File: config.mk
export PLATFORM = sky130hd
export DESIGN_NAME = example_decimator
export DESIGN_NICKNAME = d
export VERILOG_FILES = /design/src/rtl/example_decimator.sv
export SDC_FILE = /design/constraint.sdc
export NUM_CORES = 1
export LEC_CHECK = 0
export CORE_MARGIN = 10
export CORE_UTILIZATION = 60
export DETAILED_ROUTE_END_ITERATION = 6
export PLACE_DENSITY = 0.78
export SYNTH_ARGS = -nofsm -noshare
export SYNTH_HDL_FRONTEND = slang
export SYNTH_SLANG_ARGS = --single-unit
File: constraint.sdc
create_clock -name clk -period 12.25 [get_ports clk]
set_clock_uncertainty 0.15 [all_clocks]
set_input_delay 1.225 -clock clk [delete_from_list [all_inputs] [get_ports clk]]
set_output_delay 1.225 -clock clk [all_outputs]
set_load 0.03 [all_outputs]
File: src/rtl/example_decimator.sv
// 3-stage CIC decimator: 16-bit signed in, one output per RATE accepted samples, unity DC gain.
// Output appears one cycle after the decimating sample; no backpressure, ce_in is always accepted.
module example_decimator #(
    parameter int DATA_W = 16,
    parameter int RATE   = 8,
    parameter int STAGES = 3
) (
    input  logic              clk,
    input  logic              reset,
    input  logic              ce_in,
    input  logic [DATA_W-1:0] sig_in,
    output logic              ce_out,
    output logic [DATA_W-1:0] sig_out
);

    localparam int CNT_W = $clog2(RATE);
    localparam int ACC_W = DATA_W + STAGES * CNT_W;

    logic [ACC_W-1:0] integ  [STAGES];
    logic [ACC_W-1:0] dly    [STAGES];
    logic [ACC_W-1:0] comb_v [STAGES];
    logic [ACC_W-1:0] sig_ext;
    logic [ACC_W-1:0] comb_acc;
    logic [CNT_W-1:0] phase;
    logic             dec_evt;
    logic             dump_pend;

    assign sig_ext = {{(ACC_W-DATA_W){sig_in[DATA_W-1]}}, sig_in};
    assign dec_evt = ce_in && (phase == CNT_W'(RATE - 1));

    // Comb chain is purely combinational from the delay registers; only sampled when dumping.
    always_comb begin
        comb_acc = integ[STAGES-1];
        for (int i = 0; i < STAGES; i++) begin
            comb_acc  = comb_acc - dly[i];
            comb_v[i] = comb_acc;
        end
    end

    always_ff @(posedge clk) begin
        if (reset) begin
            for (int i = 0; i < STAGES; i++) begin
                integ[i] <= '0;
                dly[i]   <= '0;
            end
            phase     <= '0;
            dump_pend <= 1'b0;
            ce_out    <= 1'b0;
            sig_out   <= '0;
        end else begin
            if (ce_in) begin
                integ[0] <= integ[0] + sig_ext;
                for (int i = 1; i < STAGES; i++) begin
                    integ[i] <= integ[i] + integ[i-1];
                end
                phase <= phase + CNT_W'(1);
            end
            dump_pend <= dec_evt;
            ce_out    <= dump_pend;
            // Modulo-2^ACC_W wrap in integrators cancels exactly through the combs.
            if (dump_pend) begin
                dly[0] <= integ[STAGES-1];
                for (int i = 1; i < STAGES; i++) begin
                    dly[i] <= comb_v[i-1];
                end
                sig_out <= comb_v[STAGES-1][ACC_W-1 -: DATA_W];
            end
        end
    end

endmodule

==> results list, run 1 <==
- Final Slew Violations: 0
* Time the final worst path needs with I/O delays and setup: approximately 6.3 ns
- Post-Synthesis Cells: around 1300
* Worst Hold Slack: 0.298 ns
- Actual transition at the worst max-transition pin: 1.01 ns
- Counting distinct cell types in the post-synthesis netlist gives 74.
- Fin crit share: 51.6%
- Including well taps, the total number of placed cells is 1577.
- Total power per unit cell area: 165 nW/um^2
- Core region area: 20400 sq um
- Worst-path clk slew: approximately 0.070 ns
* Post-route insts no fill: 1609
- Among all cell types in the netlist, the one instantiated most often is sky130_fd_sc_hd__edfxtp_1.
- TritonCTS built the clock tree.
- For this block, the routed nets add up to approximately 23000 um of wire.
- Clock tree synthesis found a total of 171 sinks.
- During I/O placement, the number of pins put on the boundary was 36.
- Once detailed placement completed, the half-perimeter wirelength came to ~17000 um.
- The flow ran to the end, and the final reports show no timing, DRC or antenna violations.
* Pin count of the biggest net entering global routing: 76
* CP bufs+invs: 1
- Nature of the critical path startpoint: flip-flop
- Endpoint kind of the worst setup timing path: flip-flop
- From synthesis to final layout, the design area changed by 9.79%.
* Pre-Repair DR Iteration Count: 4
* Warning count from the yosys run: 0
- In this run the number of H-tree levels came out at 4.
- After synthesis, flip-flops and latches occupy 39.2% of the total area.
- Timing analysis after detailed placement gives a worst setup slack of 5.94 ns.
* Largest stage delay on the critical path: 0.41 ns
* Type of the setup path with the least slack: reg -> reg
- Yosys top cell area share: 35.9%
- CP max-delay cell: sky130_fd_sc_hd__fa_1
- Endpoints failing hold: 0
* Number of enable-type register cells in the synthesized netlist: 150
- Total negative setup slack: 0 ns
- Leading post-synthesis cells by instance count: sky130_fd_sc_hd__edfxtp_1 (150), sky130_fd_sc_hd__ha_1 (145), sky130_fd_sc_hd__nor2_1 (138)
- Width of the die: 165 um
* Antenna violation net count after detailed routing: 0
* Number of global-route vias before repair: 8795
- Total global routing track utilization: 17.4%
* Number of buffers inserted during clock tree synthesis: 17
- After synthesis the cells add up to 12500 sq um.
- Setup repair after global routing left no endpoint under its margin.
- VDD IR max: 83.4 uV
- The path class of the tightest hold or removal check is reg -> reg.
* Top Family by Delay on Critical Path: compound AO/OA/AOI/OAI gates
- After layout, the worst setup slack is 5.93 ns.
* Total number of placement rows: 52
- Max-cap violations in this run came to 0.
- Port Buf Inserts: 35
- In this run the tightest slew margin relative to its limit is between 30% and 40%.
- Post-synthesis area per instance: 9.71 sq um
- Of the total power, the clock network draws 24.7%.
- Nets: 1495
* Number of design-rule violations left by the first detailed-router iteration: 457
- Max clock buf depth: 2
- Net switching power: 0.800 mW
- Data on the critical path is required at its endpoint by 12.46 ns.
* Yosys top cell by area: sky130_fd_sc_hd__edfxtp_1
- Routability-driven placement finished with a final weighted congestion of 0.922.
* Number of antenna cells inserted: 0
- The first global-routing pass estimated 39000 um of wire.
- Highest fanout seen on the critical path: 6
- Dividing the detail-routed wire length by the instance count gives around 14 um.
- Of all flip-flops after synthesis, the portion carrying an async set or reset was 0%.
- Power comes to 2.27 mW.
- The number of hold buffers added after CTS was 0.
- In the synthesized netlist the dominant register cell turns out to be sky130_fd_sc_hd__edfxtp_1.
* DR vias: 8943
- The total overflow left after global routing is 0.
- Share of cells above drive strength 1: 4.93%
* Synth Register Bits: 171
- Setup violations remaining at the end of the flow were counted as 0.
- Net switching is 35.2% of the power.
- The die is 165 um tall.
* Initial core utilization: 61.4%
- Summed over all cells, the static leakage comes to 6.03 nW.
* Part of the power in combinational logic: 44.1%
- Clock latency on the worst-skew pair, taken at its later pin, is 0.44 ns.
* Cells taking the most area after synthesis: sky130_fd_sc_hd__edfxtp_1 (36%), sky130_fd_sc_hd__ha_1 (14%), sky130_fd_sc_hd__xnor2_1 (4.3%)
- After detailed routing, the number of remaining DRC violations is 0.
* Synthesized net count: 1461
- Per report_power, the sequential group accounts for 31.2% of the total.
* Critical Path AT: between 6 and 7 ns
- The internal portion of the total power is 1.47 mW.
- The die covers approximately 27000 sq um.
- Buffers added to address setup during post-CTS repair amount to 0.
- Clock root buffer master: sky130_fd_sc_hd__clkbuf_16
- Timing-limited maximum frequency: 0.158 GHz
- The number of antenna violations at the first check in global routing is 0.
- In the routed layout, each cell is associated on average with a via count of 5.56.
- In this run, post-CTS repair resized a total of 0 instances.
==> sequential cells by signal, indices dropped and copies added (netlist names) <==
name       count
ce_out         1
dly           75
dump_pend      1
integ         75
phase          3
sig_out       16
==> per-stage QoR <==
stage | util [%] | area, sq um
after floorplan | - | 12500
after global placement | 64.4 | 13200
after detailed placement | 64.4 | 13200
after CTS | 67.4 | 13800
after global routing | 67.4 | 13800
final | 67.4 | 13800
==> area by class of cell <==
class | count | area, sq um
Fill cell | 1630 | 6650
Timing Repair Buffer | 40 | 388
Inverter | 111 | 417
Clock inverter | 10 | 140
Clock buffer | 22 | 474
Sequential cell | 171 | 4920
Tap cell | 270 | 338
Multi-Input combinational cell | 985 | 7100
==> cell usage in the layout (no fill, tap or decap), types with 33 or more instances in the layout <==
cell type                           n
sky130_fd_sc_hd__edfxtp_1         150
sky130_fd_sc_hd__nand2_1           52
sky130_fd_sc_hd__nor3_1            33
sky130_fd_sc_hd__nor2_1           138
sky130_fd_sc_hd__xnor2_1           61
sky130_fd_sc_hd__ha_1             145
sky130_fd_sc_hd__o21ai_0           36
sky130_fd_sc_hd__and2_1            74
sky130_fd_sc_hd__a21o_1            50
sky130_fd_sc_hd__clkdlybuf4s50_1   35
sky130_fd_sc_hd__a21oi_1           84
sky130_fd_sc_hd__inv_1            110
sky130_fd_sc_hd__xor2_1            47
==> worst reg2reg max path, delay by kind of cell, from the launching register on <==
kind,cells,cell delay [ns]
simple gates,7,0.83
xor+xnor,3,0.53
flops,1,0.35
fa+ha+maj,4,1.27
compound gates,13,3.06
buf+inv,1,0.06
==> routing by layer <==
| metal | share of wire, % | global-route usage [%] | vias up |
|---|---|---|---|
| li1 | - | - | 4667 |
| met1 | 46 | 20.7 | 4112 |
| met2 | 50 | 30.9 | 131 |
| met3 | 2.9 | 2.79 | 33 |
| met4 | 1.9 | 6.32 | 0 |
| met5 | 0 | 0 | - |
==> final timing paths <==
path                               from                        to  slack (ns)  depth (start not counted)
max          integ[0][50]$_SDFFCE_PN0P_  sig_out[15]$_SDFFE_PP0P_        5.93                         28
min            sig_out[14]$_SDFFE_PP0P_  sig_out[14]$_SDFFE_PP0P_        0.30                          2
max reg2reg  integ[0][50]$_SDFFCE_PN0P_  sig_out[15]$_SDFFE_PP0P_        5.93                         28
min reg2reg    sig_out[14]$_SDFFE_PP0P_  sig_out[14]$_SDFFE_PP0P_        0.30                          2
==> cells by family (layout without fill, tap and decap cells) <==
family | count (synthesis) | after routing | share of synthesized area [%]
adders and majority gates | 150 | 150 | 15.3
xor gates and xnor gates | 110 | 110 | 7.85
muxes | 15 | 15 | 1.20
buffers and inverters | 136 | 183 | 4.25
and+or+nand+nor | 421 | 421 | 16.9
DFF | 171 | 171 | 39.2
AOI/OAI and AO/OA | 289 | 289 | 15.3
==> power by group through the flow <==
stage | combinational, mW | clock [mW] | sequential, mW
6_report | 1.00 | 0.561 | 0.709
3_5_place_dp | 0.996 | 0 | 0.720
4_1_cts | 1.00 | 0.567 | 0.708
3_3_place_gp | 0.962 | 0 | 0.718
5_1_grt | 1.14 | 0.590 | 0.714
2_1_floorplan | 0.831 | 0 | 0.709
(Power assumes the default switching activity.)
==> run 2, diff against run 1 <==
CORE_UTILIZATION = 57   (was 60)
clock period = 5.6 ns   (was 12.25 ns; I/O delays follow)
==> run 2 against run 1 <==
  * First-iteration DRC count fell by 14%
  * Clock power increased by 110%
  * Sequential power rose by 120%
  * Core utilization shrank 1.6 points
  * Final cell count is 3.6% higher
  * Sequential share of layout area down 1.4 points
  * Critical path type unchanged
==> results list, run 2 (same netlist as run 1, synthesis figures left out) <==
- The worst setup path is captured at a flip-flop.
- Time the final worst path needs with I/O delays and setup: around 5.6 ns
* Wire length of the first global-routing pass: 39300 um
- Commonest cells after routing, fill and taps aside: sky130_fd_sc_hd__edfxtp_1 (150), sky130_fd_sc_hd__ha_1 (141), sky130_fd_sc_hd__nor2_1 (136), sky130_fd_sc_hd__inv_1 (109)
- Remaining max-slew budget at the tightest pin: 33.2%
- Launch instance of the worst min-delay path: sig_out[8]$_SDFFE_PP0P_
- Endpoint of the most critical register-to-register path: sig_out[15]$_SDFFE_PP0P_
- Once placement finished, the instance area stood at 13400 sq um.
- Dividing the detail-routed wire length by the instance count gives around 14 um.
- Summed over all cells, the static leakage comes to 6.28 nW.
* Clock root buffer master: sky130_fd_sc_hd__clkbuf_16
* Top Layer Used: met4
- 0 antenna diodes ended up in the layout.
* Most common cell after layout, fill and taps aside: sky130_fd_sc_hd__edfxtp_1
- Among the stages of the critical path, the cell type that occurs most often is sky130_fd_sc_hd__o21ai_2.
- The count of endpoints failing hold in the final timing report is 0.
- Summed over all layers, the routed wires come to 23100 um.
- Together, buffers and inverters on the worst path number 1.
- Nature of the critical path startpoint: flip-flop
- Prior to clock tree synthesis, the placed netlist has a worst setup slack of -0.256 ns.
* Clock latency on the worst-skew pair: 0.43 ns
- H-tree Lvls: 4
* Path depth of the worst reg2reg path: 30
- Critical Path AT: about 5.8 ns
- The number of antenna violations at the first check in global routing came to 0.
- In the final routing, the length of wire on met1 measures 10700 um.
- Setup-failing EPs final: 0
- Detail Placement HPWL: 17100 um
* DR vias: 9167
- For this design the ratio of total power to cell area is 374 nW/um^2.
- Overall die area: 28400 sq um
* Pin count of the biggest net entering global routing: 76
* Number of global-route vias before repair: ~9000
* Type of the setup path with the least slack: reg -> reg
* Timing-limited maximum frequency: 0.179 GHz
- The final layout contains 1543 nets.
* Area growth from synthesis to final layout: 14.1%
- Post-route insts no fill: 1667
- Tracing the worst setup path back leads to its startpoint at integ[0][51]$_SDFFCE_PN0P_.
- Worst-path clk slew: 0.07 ns
- In this run, CTS created clock tree buffers numbering 17.
- TritonCTS clock tree: built
* Routed length on met3: 704 um
- Setup repair after global routing could not meet its margin everywhere.
- Input and output buffers added on the ports amount to 35.
* Max clock buf depth: 2
- Largest registers: dly x75, integ x75, sig_out x16
* Core region area: about 22000 sq um
* Instance count after placement with tap cells included: 1620
- The worst hold path passes through 2 cells.
* Run status: complete, no violations
- Highest fanout seen on the critical path: 4
* VDD IR max: 246 uV
- Reg-to-Reg Start: integ[0][51]$_SDFFCE_PN0P_
* HP Class: reg -> reg
- After global routing the overflow that remains totals 0.
- Worst min-delay path endpoint: sig_out[8]$_SDFFE_PP0P_
* Via-per-instance ratio: 5.50
- The number of max-slew violations in the final report was 0.
- Once the floorplan was initialized, standard cells occupied roughly 58% of the core.
- Routability congestion estimate from global placement: 0.927
- Pre-Repair DR Iteration Count: 5
- After clock tree synthesis, the flow added hold-fix buffers numbering 0.
* Fin crit share: around 100%
- For the worst setup path, the data required time is 5.80 ns.
- I/O pin total: 36
* CTS sink count: 171
- On the critical path the largest part of the delay comes from compound AO/OA/AOI/OAI gates.
* Total chip power: ~5.4 mW
- After the first detailed-routing iteration, the DRC count stood at 394.
* Largest stage delay on the critical path: roughly 0.40 ns
* Vertical extent of the die: between 150 and 200 um
- Share of cells above drive strength 1: 10.9%
- Worst Hold Slack: 0.302 ns
- CP max-delay cell: sky130_fd_sc_hd__edfxtp_1
- Number of inserted filler cells in the final layout: 1695
- Across all register-to-register paths, the minimum setup slack is 0.01 ns.
* Width of the die: 168 um
* Worst setup slack after layout: 0.0115 ns
- Antenna violation net count after detailed routing: 0
- For the pin with the worst max-slew slack, the measured transition is 1.00 ns.
* Final design instance area without fill: 14300 sq um
- Total number of placement rows: between 50 and 60
* DR WL met2: 11300 um
* Max-cap violation count: 0
* Total global routing track utilization: 16.2%
- For this run, design rule violations remaining after detail routing come to 0.
-- run 2: final cells by class --
| class | instances | area (sq um) | share of cell area (%) |
|---|---|---|---|
| Multi-Input combinational cell | 985 | 7290 | 50.9 |
| Sequential cell | 171 | 4920 | 34.4 |
| Timing Repair Buffer | 88 | 748 | 5.22 |
| Clock buffer | 17 | 425 | 2.97 |
| Inverter | 111 | 417 | 2.91 |
| Tap cell | 280 | 350 | 2.45 |
| Clock inverter | 15 | 165 | 1.15 |
-- run 2: worst max path at each step --
stage               cells after the start                  endpoint  slack, ns
finish                                 30  sig_out[15]$_SDFFE_PP0P_       0.01
global route                           30  sig_out[14]$_SDFFE_PP0P_      -0.34
floorplan                              28  sig_out[15]$_SDFFE_PP0P_       0.02
global placement                       30  sig_out[15]$_SDFFE_PP0P_      -0.03
detailed placement                     30  sig_out[15]$_SDFFE_PP0P_      -0.26
CTS                                    30  sig_out[15]$_SDFFE_PP0P_      -0.22
-- run 2: repair_timing --
action,CTS,global route
resized for setup,6,34
setup buffers,6,9
pin swaps,25,29
endpoints found under the setup margin,5,11
-- run 2: metal layers --
layer  track usage (%)  vias to the layer above
met4              5.75                        0
met1              19.2                     4240
met2              28.4                      124
li1                  -                     4768
met3              3.56                       35
met5                 0                        -
-- run 2: stage by stage --
| step | util [%] | TNS [ns] |
|---|---|---|
| floorplan | - | 0 |
| global placement | 61.8 | -0.0279 |
| detailed placement | 61.8 | -0.622 |
| CTS | 64.8 | -0.835 |
| global route | 65.8 | -1.50 |
| finish | 65.8 | 0 |
-- run 2: where the power goes --
| group | switching [mW] | internal, mW | total, mW | leakage [nW] |
|---|---|---|---|---|
| Combinational | 1.34 | 1.28 | 2.62 | 4.23 |
| Clock | 0.521 | 0.665 | 1.19 | 0.278 |
| Sequential | 0.0620 | 1.49 | 1.55 | 1.77 |
-- run 2: worst min-delay path, stage by stage, from the launching register on --
cell	delay (ns)
sky130_fd_sc_hd__dfxtp_1	0.33
sky130_fd_sc_hd__nand2_1	0.04
sky130_fd_sc_hd__o21ai_0	0.05
==> run 3, diff against run 2 <==
RECOVER_POWER = 50   (was default)
==> run 3 against run 2 <==
  * Critical endpoint unchanged
  * Sequential cell count unchanged
  * Hold slack worse by 0.0051 ns
  * Critical path type unchanged
  * Sequential power is essentially flat
  * Global-route usage unchanged
  * Largest cell class unchanged
==> results list, run 3 (same netlist as run 1, synthesis figures left out) <==
* Final Slew Violations: 0
* Number of inserted filler cells in the final layout: 1698
- Clock root buffer master: sky130_fd_sc_hd__clkbuf_16
- Average routed wire per standard cell: 13.8 um
- For this design the ratio of total power to cell area is 374 nW/um^2.
* Remaining max-slew budget at the tightest pin: between 10 and 15%
- After the first detailed-routing iteration, the DRC count stood at 367.
- Across all hold checks on the routed design, the worst slack comes to around 0.30 ns.
- CP max-delay cell: sky130_fd_sc_hd__edfxtp_1
- Initial core utilization: 57.7%
* Overall die area: 28400 sq um
* Width of the die: 168 um
* Endpoint kind of the worst setup timing path: flip-flop
- CTS sink count: about 170
* Clock latency on the worst-skew pair: 0.43 ns
* Leakage power: 6.34 nW
* Vertical extent of the die: 168 um
- Total area of multi-input combinational cells: around 7300 sq um
- The tightest min-delay check is of the reg -> reg type.
* I/O pin total: 36
- Total chip power: 5.35 mW
- In the final layout, the registers with the most flip-flops are dly x75, integ x75, sig_out x16.
* Cts hold-fix bufs: 0
* Seq pwr share: around 29%
* Time the final worst path needs with I/O delays and setup: 5.58 ns
* Timing-limited maximum frequency: 0.179 GHz
- In this run the remaining antenna-violating nets after routing total 0.
- In this run the deepest clock path goes through 2 buffers.
* Endpoints failing hold: 0
- Crit-path most repeated cell: sky130_fd_sc_hd__o21ai_2
- The final layout contains routed wiring with a total length of 23100 um.
* Max-cap violation count: 0
- Nature of the critical path startpoint: flip-flop
- Summed over all layers, the global routing overflow is 0.
- Largest stage delay on the critical path: 0.40 ns
- The floorplan has 54 rows.
- Type of the setup path with the least slack: reg -> reg
- The wire-length estimate of the detail-placed layout is ~17000 um.
- The core region is 21800 sq um.
- H-tree Lvls: 4
* Worst-path clk slew: 0.07 ns
- At the worst endpoint, the required time is 5.80 ns.
- Port Buf Inserts: 35
- Commonest cells after routing, fill and taps aside: sky130_fd_sc_hd__edfxtp_1 (150), sky130_fd_sc_hd__ha_1 (141), sky130_fd_sc_hd__nor2_1 (136), sky130_fd_sc_hd__inv_1 (110), sky130_fd_sc_hd__a21oi_1 (74)
- Across the VDD grid, the largest voltage drop is 244 uV.
* Pin count of the biggest net entering global routing: 76
- TritonCTS clock tree: built
- Internal Dissipation: ~3.4 mW
- Actual transition at the worst max-transition pin: 1.28 ns
* Area growth from synthesis to final layout: 14.1%
- Switching share of total power: 35.9%
- Part of the power in combinational logic: 49.0%
* Nets: 1543
- Share of cells above drive strength 1: between 10% and 20%
* Total global routing track utilization: 16.2%
* Unrepaired setup endpoints after global routing: yes
- DR vias: 9187
- For this design the total switching power over the nets is 1.92 mW.
- Pre-Repair DR Iteration Count: 6
* Worst setup slack after layout: 0.0163 ns
- The number of clock buffers added by TritonCTS is 17.
- Run status: complete, no violations
- The via count of the first global-routing pass was 9031.
- Highest fanout seen on the critical path: 4
* Setup slack at placement: -0.256 ns
- Clock network power share: 22.1%
* Setup-failing EPs final: 0
* Number of antenna violations at the first check in global routing: 0
- Registers take approximately 4900 sq um.
- Critical Path AT: 5.78 ns
* Most common cell after layout, fill and taps aside: sky130_fd_sc_hd__edfxtp_1
- Number of antenna cells inserted: 0
* Via-per-instance ratio: 5.51
- Wire length of the first global-routing pass: between 30000 and 40000 um
- Routability-driven placement finished with a final weighted congestion of 0.927.
- Final routed DRC violation total: 0
- Fin crit share: ~100%
-- run 3: worst max-delay path, delay by kind of cell, from the launching register on --
kind / cells / cell delay (ns)
and+or+nand+nor: 7 / 0.82
adders and majority gates: 3 / 0.85
buffers and inverters: 1 / 0.18
DFF: 1 / 0.40
xor gates and xnor gates: 3 / 0.51
AOI/OAI and AO/OA: 16 / 2.60
-- run 3: area by class of cell --
class | instances | share of cell area (%)
flip-flops and latches | 171 | 34.4
well taps | 280 | 2.45
clock buffers | 17 | 2.97
clock inverters | 15 | 1.15
multi-input cells | 985 | 50.9
repair buffers | 88 | 5.20
inverters | 111 | 2.91
-- run 3: repair_timing --
action | in CTS | in global routing
endpoints found under the setup margin | 5 | 11
resized for setup | 6 | 34
setup buffers | 6 | 9
pin swaps | 25 | 29
-- run 3: final timing paths --
path	startpoint	end	slack [ns]	cells past startpoint
max	integ[0][51]$_SDFFCE_PN0P_	sig_out[15]$_SDFFE_PP0P_	0.02	30
min	sig_out[8]$_SDFFE_PP0P_	sig_out[8]$_SDFFE_PP0P_	0.30	2
max reg2reg	integ[0][51]$_SDFFCE_PN0P_	sig_out[15]$_SDFFE_PP0P_	0.02	30
min reg2reg	sig_out[8]$_SDFFE_PP0P_	sig_out[8]$_SDFFE_PP0P_	0.30	2
-- run 3: metrics by stage --
step	instance area [sq um]	cells	TNS [ns]	utilization, %
final	14300	1667	0	65.8
after global routing	14300	1667	-1.50	65.8
after CTS	14100	1658	-0.835	64.8
after detailed placement	13400	1620	-0.622	61.8
after global placement	13400	1620	-0.0279	61.8
after floorplan	12600	1292	0	-
-- run 3: per-layer routing --
| metal | track usage [%] | part of all wire [%] | vias to the layer above |
|---|---|---|---|
| li1 | - | - | 4767 |
| met1 | 19.2 | 46 | 4262 |
| met2 | 28.4 | 49 | 127 |
| met3 | 3.56 | 3.1 | 31 |
| met4 | 5.75 | 1.7 | 0 |
| met5 | 0 | 0 | - |
-- run 3: power groups by stage --
stage	registers (mW)	clock network [mW]	logic, mW
floorplan	1.55	0	1.83
global placement	1.57	0	2.28
detailed placement	1.57	0	2.36
CTS	1.55	1.20	2.44
global route	1.56	1.25	2.92
finish	1.55	1.18	2.62
==> RTL edit, RTL diff (flow settings as in run 3) <==
The parameter `RATE` goes from 8 to 16.
--- a/src/rtl/example_decimator.sv
+++ b/src/rtl/example_decimator.sv
@@ -2,7 +2,7 @@
 // Output appears one cycle after the decimating sample; no backpressure, ce_in is always accepted.
 module example_decimator #(
     parameter int DATA_W = 16,
-    parameter int RATE   = 8,
+    parameter int RATE   = 16,
     parameter int STAGES = 3
 ) (
     input  logic              clk,
Function: changed (a bounded check fails within 10 cycles, from zero or initial values and one cycle with reset high).
==> RTL edit against run 3 <==
The run now ends with setup timing left. First-iteration DRC count grew 79%. Routed wire length grew 24%. Synthesized cell count grew 14%. Setup slack lost 500 ps. Total power grew 21%. Sequential cell count grew 19. Synthesized area grew 12%. Design area grew 16%. Largest cell class unchanged.
==> RTL edit: results (changes against run 3) <==
outcome:
  status: "finished, violations left"  # was completed
  violations: "setup timing"
setup_path:
  worstPathMaxFanout: 5  # was 4
  timing.rr.end: "sig_out[13]"  # was sig_out[15]
  r2r_cells: 34  # was 30
  r2r_start: "integ[0][56]"  # was integ[0][51]
  critPathArrivalTime_ps: 6230  # was 5780 ps
  cp_slowest_cell: "edfxtp_1"  # unchanged
clock_tree:
  root_buffer: "clkbuf_16"  # unchanged
  clk_latency_ps: 430  # about the same
  clockBufferDepth: 2  # unchanged
grt:
  first_global_vias: 10600  # was 9031
  antenna_found_initial: 0  # unchanged
  grt_start_max_net_pins: 85  # was 76
  grt_usage_pct: 17.9  # was 16.2%
  grt_pass1_wl_um: 47500  # was 39300 um
synth:
  ys_top_cells_by_count: "edfxtp_1 (168), ha_1 (162), nor2_1 (137), inv_1 (121), a21oi_1 (107)"  # was edfxtp_1 (150), ha_1 (145), nor2_1 (138), inv_1 (111), a21oi_1 (84)
  synth_most_common_cell: "edfxtp_1"  # unchanged
  ys_seq_area_share_pct: 39.0  # was 39.2%
  synth_async_sr_flop_share_pct: 0  # unchanged
  synth_area_leaders: "edfxtp_1 (36%), ha_1 (14%), xnor2_1 (4.3%)"  # unchanged
  syn_nets: 1655  # was 1461
  synthDistinctLibCells: 69  # was 74
  synth-edff-count: 168  # was 150
route:
  drtPass1Iterations: 5  # was 6
  avgViaCountPerCell: 5.62  # was 5.51
  wl_per_cell_um: 14.7  # was 13.8 um
  met3_length_um: 851  # was 724 um
  dr_wl_met2_um: 14200  # was 11300 um
  drt_iter0_drc: 658  # was 367
  m1WireLength_um: 13000  # was 10600 um
min_path:
  min_to: "sig_out[10]"  # was sig_out[8]
  worstHoldStart: "sig_out[10]"  # was sig_out[8]
  holdPathStages: 2  # unchanged
finish:
  largestRegisters: "dly (84), integ (84), sig_out (16)"  # was dly (75), integ (75), sig_out (16)
  drive_gt1_share_pct: 13.7  # was 10.7%
  nNetsFinal: 1791  # was 1543
  antenna_cells: 0  # unchanged
  fillCellCount: 1768  # was 1698
placement:
  dp_hpwl_um: 20300  # was 17100 um
  gp_congestion: 0.896  # was 0.927
  dpl_worst_slack_ps: -359  # was -256 ps
  port_buffers: 35  # unchanged
timing:
  setup_ws_ps: -485  # was 16.3 ps
  setup_viol: 10  # was 0
  worst-slew-pin-transition_ps: 1080  # was 1280 ps
run:
  drv_cap: 0  # unchanged
power_and_ir_drop:
  peakVddDrop_mv: 0.252  # was 0.244 mV
  leakage_uw: 0.00735  # was 0.00634 uW
==> RTL edit: changes by cell type after synthesis, sizes merged, moves of 16 or more <==
cell	delta
a21oi	+22
edfxtp	+18
nand2	+18
o21ai	+18
ha	+17
a21o	+16
==> RTL edit: logic make-up (layout without fill, tap and decap cells) <==
| kind of cell | after synthesis | count (layout) | synth area share, % |
|---|---|---|---|
| mux | 6 | 6 | 0.427 |
| flops | 190 | 190 | 39.0 |
| buf+inv | 149 | 298 | 3.97 |
| fa+ha+maj | 167 | 167 | 15.1 |
| xor+xnor | 120 | 120 | 7.47 |
| compound gates | 383 | 383 | 17.9 |
| simple gates | 454 | 454 | 16.2 |
==> RTL edit: layout make-up <==
class	count	area, sq um	area share [%]
clock inverters	13	199	1.20
inverters	121	455	2.75
well taps	324	405	2.45
flip-flops and latches	190	5490	33.1
multi-input cells	1130	8380	50.6
repair buffers	145	1200	7.23
clock buffers	19	443	2.67
==> RTL edit: metrics by stage <==
stage / area (sq um) / power, uW / hold slack [ps] / setup TNS [ps] / std cells
5_1_grt: 16600 / 6930 / 326 / -6890 / 1942
6_report: 16600 / 6480 / 293 / -3150 / 1942
4_1_cts: 16300 / 6230 / 304 / -1450 / 1939
3_3_place_gp: 15500 / 4570 / 286 / -776 / 1892
2_1_floorplan: 14100 / 3790 / 297 / -135 / 1469
3_5_place_dp: 15500 / 4670 / 294 / -2080 / 1892
==> RTL edit: worst max-delay path, delay by kind of cell (launching register included) <==
family	cells	cell delay (ps)
AO/OA/AOI/OAI	15	2540
XOR/XNOR	3	420
adder cells (fa/ha/maj)	4	1110
buffers and inverters	4	370
flip-flops	1	410
multiplexers	1	130
AND/OR/NAND/NOR	7	790
==> RTL edit: how the worst max path moves through the flow <==
stage | from | end | slack (ps)
after global placement | integ[0][56] | sig_out[15] | -230
after detailed placement | integ[0][56] | sig_out[15] | -360
after CTS | integ[0][56] | sig_out[15] | -330
after floorplan | integ[0][56] | sig_out[15] | -80
after global routing | integ[0][56] | sig_out[13] | -870
final | integ[0][56] | sig_out[13] | -480
==> RTL edit: what timing repair did <==
item	4_1_cts	5_1_grt
setup buffers	15	11
setup endpoints to repair	9	13
pin swaps	24	35
hold endpoints to repair	0	0
gates resized for setup	33	49
==> RTL edit: report_power, final <==
group          total (uW)  internal, uW  switching [uW]
logic                3440          1690            1740
registers            1720          1650            69.7
clock network        1320           772             548
total                6480          4120            2360
==> RTL edit: routing by layer <==
layer / GRT usage (%) / vias to the layer above
met5: 0 / -
met1: 22.0 / 5119
met3: 2.58 / 43
met2: 31.8 / 184
li1: - / 5563
met4: 5.22 / 0
